`src/rtl/omap_wr_biu.sv`:
```
// Output-map write bus interface: buffers merger beats in a skid FIFO and
// streams them to the arbiter as one contiguous address region.
module omap_wr_biu #(
    parameter int unsigned DW         = 32,
    parameter int unsigned AW         = 32,
    parameter int unsigned FIFO_DEPTH = 4,
    parameter int unsigned ADDR_STEP  = 1
) (
    input  logic          clk,
    input  logic          rst,
    input  logic [7:0]    out_ch,
    input  logic [15:0]   map_size,
    input  logic [AW-1:0] omap_base_addr,
    input  logic          conv_start,
    input  logic          abort,
    input  logic [DW-1:0] map_merger2omap_biu_data,
    input  logic          map_merger2omap_biu_vld,
    output logic          map_merger2omap_biu_rdy,
    output logic          omap_biu2arb_req,
    output logic [AW-1:0] omap_biu2arb_addr,
    output logic [DW-1:0] omap_biu2arb_data,
    output logic          omap_biu2arb_vld,
    output logic          omap_biu2arb_last,
    input  logic          omap_biu2arb_rdy,
    output logic          omap_done,
    output logic          omap_busy
);

    localparam int unsigned PW = (FIFO_DEPTH > 1) ? $clog2(FIFO_DEPTH) : 1;
    localparam int unsigned CW = PW + 1;
    localparam int unsigned TW = 24;

    typedef enum logic [1:0] {
        S_IDLE = 2'd0,
        S_RUN  = 2'd1,
        S_DONE = 2'd2
    } state_t;

    state_t        r_state;
    state_t        w_state_nxt;

    logic [TW-1:0] r_total;
    logic [TW-1:0] r_in_cnt;
    logic [TW-1:0] r_out_cnt;
    logic [AW-1:0] r_addr;
    logic [DW-1:0] r_mem [FIFO_DEPTH];
    logic [PW-1:0] r_wr_ptr;
    logic [PW-1:0] r_rd_ptr;
    logic [CW-1:0] r_count;

    logic [TW-1:0] w_total;
    logic          w_run;
    logic          w_full;
    logic          w_empty;
    logic          w_in_rdy;
    logic          w_push;
    logic          w_out_vld;
    logic          w_pop;
    logic          w_last;
    logic          w_start;

    assign w_total   = TW'(map_size) * TW'(out_ch);
    assign w_run     = (r_state == S_RUN);
    assign w_full    = (r_count == CW'(FIFO_DEPTH));
    assign w_empty   = (r_count == '0);
    assign w_in_rdy  = w_run && !w_full && (r_in_cnt < r_total);
    assign w_push    = w_in_rdy && map_merger2omap_biu_vld;
    assign w_out_vld = w_run && !w_empty;
    assign w_pop     = w_out_vld && omap_biu2arb_rdy;
    assign w_last    = w_out_vld && (r_out_cnt == (r_total - TW'(1)));
    assign w_start   = (r_state == S_IDLE) && conv_start;

    // State register
    always_ff @(posedge clk or posedge rst) begin
        if (rst) begin
            r_state <= S_IDLE;
        end else begin
            r_state <= w_state_nxt;
        end
    end

    // Next state; abort wins over everything, including a same-cycle start
    always_comb begin
        w_state_nxt = r_state;
        if (abort) begin
            w_state_nxt = S_IDLE;
        end else begin
            case (r_state)
                S_IDLE: begin
                    if (conv_start) begin
                        w_state_nxt = (w_total == '0) ? S_DONE : S_RUN;
                    end
                end
                S_RUN: begin
                    if (w_pop && w_last) begin
                        w_state_nxt = S_DONE;
                    end
                end
                S_DONE:  w_state_nxt = S_IDLE;
                default: w_state_nxt = S_IDLE;
            endcase
        end
    end

    // Counters, pointers and address register
    always_ff @(posedge clk or posedge rst) begin
        if (rst) begin
            r_total   <= '0;
            r_in_cnt  <= '0;
            r_out_cnt <= '0;
            r_addr    <= '0;
            r_wr_ptr  <= '0;
            r_rd_ptr  <= '0;
            r_count   <= '0;
        end else if (abort) begin
            r_in_cnt  <= '0;
            r_out_cnt <= '0;
            r_wr_ptr  <= '0;
            r_rd_ptr  <= '0;
            r_count   <= '0;
        end else if (w_start) begin
            r_total   <= w_total;
            r_addr    <= omap_base_addr;
            r_in_cnt  <= '0;
            r_out_cnt <= '0;
            r_wr_ptr  <= '0;
            r_rd_ptr  <= '0;
            r_count   <= '0;
        end else begin
            if (w_push) begin
                r_wr_ptr <= r_wr_ptr + PW'(1);
                r_in_cnt <= r_in_cnt + TW'(1);
            end
            if (w_pop) begin
                r_rd_ptr  <= r_rd_ptr + PW'(1);
                r_out_cnt <= r_out_cnt + TW'(1);
                r_addr    <= r_addr + AW'(ADDR_STEP);
            end
            if (w_push && !w_pop) begin
                r_count <= r_count + CW'(1);
            end else if (!w_push && w_pop) begin
                r_count <= r_count - CW'(1);
            end
        end
    end

    // FIFO storage; contents are don't-care while the FIFO is empty
    always_ff @(posedge clk) begin
        if (w_push) begin
            r_mem[r_wr_ptr] <= map_merger2omap_biu_data;
        end
    end

    assign map_merger2omap_biu_rdy = w_in_rdy;
    assign omap_biu2arb_req        = w_run;
    assign omap_biu2arb_vld        = w_out_vld;
    assign omap_biu2arb_last       = w_last;
    assign omap_biu2arb_addr       = r_addr;
    assign omap_biu2arb_data       = w_out_vld ? r_mem[r_rd_ptr] : '0;
    assign omap_done               = (r_state == S_DONE);
    assign omap_busy               = w_run;

endmodule

```
`config.mk`:
```
export PLATFORM = sky130hd
export DESIGN_NAME = omap_wr_biu
export DESIGN_NICKNAME = d
export VERILOG_FILES = /design/src/rtl/omap_wr_biu.sv
export SDC_FILE = /design/constraint.sdc
export NUM_CORES = 1
export LEC_CHECK = 0
export BUFFER_PORTS_ARGS = -buffer_cell sky130_fd_sc_hd__buf_2
export CAP_MARGIN = 20
export CORE_MARGIN = 2
export CORE_UTILIZATION = 61
export CTS_BUF_LIST = sky130_fd_sc_hd__clkbuf_4 sky130_fd_sc_hd__clkbuf_8
export DETAILED_ROUTE_END_ITERATION = 16
export PLACE_DENSITY_LB_ADDON = 0.08
export SYNTH_ARGS = -nofsm -noshare
export SYNTH_HDL_FRONTEND = slang
export SYNTH_SLANG_ARGS = --single-unit
```
`constraint.sdc`:
```
create_clock -name clk -period 5.3 [get_ports clk]
set_clock_uncertainty 0.1 [all_clocks]
set_input_delay 1.06 -clock clk [delete_from_list [all_inputs] [get_ports clk]]
set_output_delay 1.06 -clock clk [all_outputs]
set_load 0.05 [all_outputs]
```
==> flow_metrics.env <==
export IMPL_path_buf_inv=3
export IMPL_mostFrequentLayoutCells="152 x buf_2, 142 x nor2_1, 142 x and2_1"
export IMPL_die_w_um=166
export IMPL_syn_num_nets=1789
export IMPL_switching_share=0.385
export IMPL_grt_overflow_total=0
export IMPL_slowest_delay_ps=570
export IMPL_cts_buffer_depth=3
export IMPL_reg2reg_depth=10
export IMPL_worst_r2r_endpoint="r_state[0]$_DFFE_PP0P_"
export IMPL_drc=0
export IMPL_critPathCaptureType="flip-flop"
export IMPL_clock_power_share=0.195
export IMPL_hpwl_um=25900
export IMPL_syn_inst=1534
export IMPL_ys_ff_latch=241
export IMPL_max_freq_mhz=174
export IMPL_maxSlewHeadroom=0.418
export IMPL_worstHoldPathType="input pin to async pin"
export IMPL_syn_cell_area_mm2=0.0161
export IMPL_start_util=0.618
export IMPL_portBuffers=163
export IMPL_cap_violations=0
export IMPL_path_clk_slew_ps=60
export IMPL_worst_slack_ps=-439
export IMPL_htree_num_levels=2
export IMPL_cpMaxStageDelayCell="fa_1"
export IMPL_fill_cells=1832
export IMPL_worst_setup_path_start_kind="input pin"
export IMPL_postRouteWirelength_um=36500
export IMPL_design_area_mm2=0.0193
export IMPL_synthArstFlopShare=0.469
export IMPL_synth_ff_type="edfxtp_1"
export IMPL_rsz0062_at_grt="true"
export IMPL_powerDensity_mw_per_mm2=432
export IMPL_pwr_share_seq=0.277
export IMPL_insertion_delay_ps=540
export IMPL_drt_iter0_drc=1028
export IMPL_ys_warnings_count=0
export IMPL_dieArea_mm2=0.0276
export IMPL_path_cells="buf_12, and2_4, fa_1, fa_1, fa_1, inv_1, fa_1, inv_2, ha_4, nand2_4, a211oi_4, o21ai_4, o21ai_2, a21oi_2, xnor2_1, or3_1, or4_1, or4_1, a21oi_2"
export IMPL_ys_seq_area_frac=0.415
export IMPL_drive_above_1_share=0.262
export IMPL_slew_viol_final=0
export IMPL_avgRoutedWirePerCell_um=16.9
export IMPL_status="finished with violations"
export IMPL_grt_pass1_vias=12700
export IMPL_total_power_mw=8.35
export IMPL_r2r_start="r_total[4]$_DFFE_PP0P_"
export IMPL_cp_top_family="adder cells"
export IMPL_combPwrFrac=0.528
export IMPL_die_h_um=166
export IMPL_nNetsFinal=2049
export IMPL_num_vias=12300
export IMPL_hold_viol=0
export IMPL_worst_hold_slack_ps=367
export IMPL_p_leak_nw=8.41
export IMPL_cpMostUsedCell="fa_1"
export IMPL_min_period_over_period=1.08
export IMPL_cp_required_ps=5660
export IMPL_gp_congestion=0.960
export IMPL_ir_worst_vdd_v=0.000332
export IMPL_rows=59
export IMPL_drtAntennaViolNets=0
export IMPL_synth_enable_flop_cells=128
export IMPL_crit_arrival_ps=6100
export IMPL_cts_tree="done"
export IMPL_grtUsageTotal=0.269
export IMPL_postPlaceCellArea_mm2=0.0181
export IMPL_tightest_slew_ps=872
export IMPL_regToRegSetupSlack_ps=1710
export IMPL_cts_buffers=41
export IMPL_first_pass_iters=5
export IMPL_core_mm2=0.0260
export IMPL_violations="setup timing"
export IMPL_fin_tns_setup_ps=-694
export IMPL_setup_violations=2
export IMPL_seq_area_mm2=0.00667
export IMPL_grt_max_degree=75
export IMPL_clock_sinks=241
export IMPL_multi_input_area_mm2=0.00904
export IMPL_root_buffer="clkbuf_8"
export IMPL_ios=164
export IMPL_critPathKind="input pin to flip-flop"
export IMPL_syn_avg_cell_area_um2=10.5
export IMPL_critPathMaxFanout=6
export IMPL_p_int_mw=5.13
export IMPL_syn_to_final_growth_pct=20.2
export IMPL_p_sw_mw=3.22
export IMPL_layout_min_cycle_time_ps=5740
export IMPL_antenna_found_initial=1
export IMPL_grt_pass1_wl_um=61400
export IMPL_final_common_cell="buf_2"
export IMPL_ys_types=66
export IMPL_hold_buffers=0
export IMPL_viasPerCell=5.69
-- registers in the layout, indices dropped and copies added, names as in the netlist --
signal	count
r_total	24
r_count	3
r_out_cnt	24
r_wr_ptr	2
r_in_cnt	24
r_state	2
r_mem	128
r_rd_ptr	2
omap_biu2arb_addr	32
-- power by group through the flow --
stage               sequential [mW]  combinational (mW)  clock (mW)
finish                         2.31                4.41        1.63
global route                   2.33                4.92        1.75
CTS                            2.30                4.07        1.66
detailed placement             2.34                3.92           0
global placement               2.33                3.86           0
floorplan                      2.43                2.41           0
-- per-layer routing --
| metal | global-route usage | vias to the layer above | share of wire |
|---|---|---|---|
| met5 | 0 | - | 0 |
| met4 | 0.0742 | 0 | 0.021 |
| met3 | 0.0357 | 69 | 0.050 |
| met2 | 0.475 | 332 | 0.50 |
| met1 | 0.353 | 6077 | 0.42 |
| li1 | - | 5811 | - |
-- area by class of cell --
cell class	instances	area share
flip-flops and latches	241	0.346
multi-input cells	1085	0.468
clock buffers	61	0.0386
repair buffers	281	0.0949
diodes	2	0.000259
inverters	144	0.0281
well taps	335	0.0217
clock inverters	10	0.00253
-- through the flow --
stage	setup slack (ps)	cells	utilization
2_1_floorplan	-647	1534	-
3_3_place_gp	-950	2078	0.695
3_5_place_dp	-995	2079	0.695
4_1_cts	-351	2152	0.729
5_1_grt	-644	2158	0.743
6_report	-439	2159	0.743
-- worst max-delay path by stage --
stage / from / end / slack [ps] / cells after the start
floorplan: out_ch[2] / r_state[1]$_DFFE_PP0P_ / -650 / 20
global placement: out_ch[6] / r_state[1]$_DFFE_PP0P_ / -950 / 17
detailed placement: out_ch[2] / r_state[1]$_DFFE_PP0P_ / -990 / 20
CTS: out_ch[5] / r_state[1]$_DFFE_PP0P_ / -350 / 19
global route: map_size[6] / r_state[1]$_DFFE_PP0P_ / -640 / 20
finish: out_ch[7] / r_state[1]$_DFFE_PP0P_ / -440 / 19
-- worst reg2reg max path: stages, from the launching register on --
cell,delay (ps)
dfrtp_1,480
or4_1,640
nor3_4,420
nand3_1,150
xnor2_1,190
a2111oi_0,520
nand4_1,230
nor4_2,320
nand2_1,230
nand2_1,140
a21oi_2,60
-- logic make-up (layout without fill, tap and decap cells) --
logic type	after synthesis	count (layout)	synth area share
and+or+nand+nor	564	564	0.182
DFF	241	241	0.415
buffers and inverters	208	496	0.0489
other	0	2	0
muxes	44	44	0.0530
xor gates and xnor gates	95	95	0.0523
adders and majority gates	161	161	0.165
AOI/OAI and AO/OA	221	221	0.0838
-- what timing repair did --
action                     4_1_cts  5_1_grt
gates resized for setup         17       63
setup buffers                    2        3
cloned                           0        1
pin swaps                       12       35
setup endpoints to repair        3        6
-- cell usage after synthesis, drive strengths merged (5+ instances only) --
library cell | instances | share of area
and2 | 158 | 0.062
inv | 142 | 0.033
nor2 | 142 | 0.033
edfxtp | 128 | 0.24
dfrtp | 113 | 0.18
a21oi | 91 | 0.029
nand2 | 91 | 0.021
fa | 85 | 0.11
ha | 76 | 0.059
clkbuf | 56 | 0.013
xor2 | 56 | 0.031
o21ai | 54 | 0.017
nand3 | 47 | 0.015
xnor2 | 39 | 0.022
nand4 | 36 | 0.014
mux4 | 32 | 0.045
and3 | 23 | 0.0090
nor3 | 19 | 0.0065
o22a | 12 | 0.0065
a21o | 11 | 0.0051
nor4 | 11 | 0.0043
mux2 | 9 | 0.0063
buf | 8 | 0.0022
o211ai | 8 | 0.0037
a211oi | 6 | 0.0031
nand2b | 6 | 0.0023
or3 | 6 | 0.0023
nor2b | 5 | 0.0019
o2111ai | 5 | 0.0027
o31ai | 5 | 0.0023
or4 | 5 | 0.0023
Power figures use the tool's default switching activity.
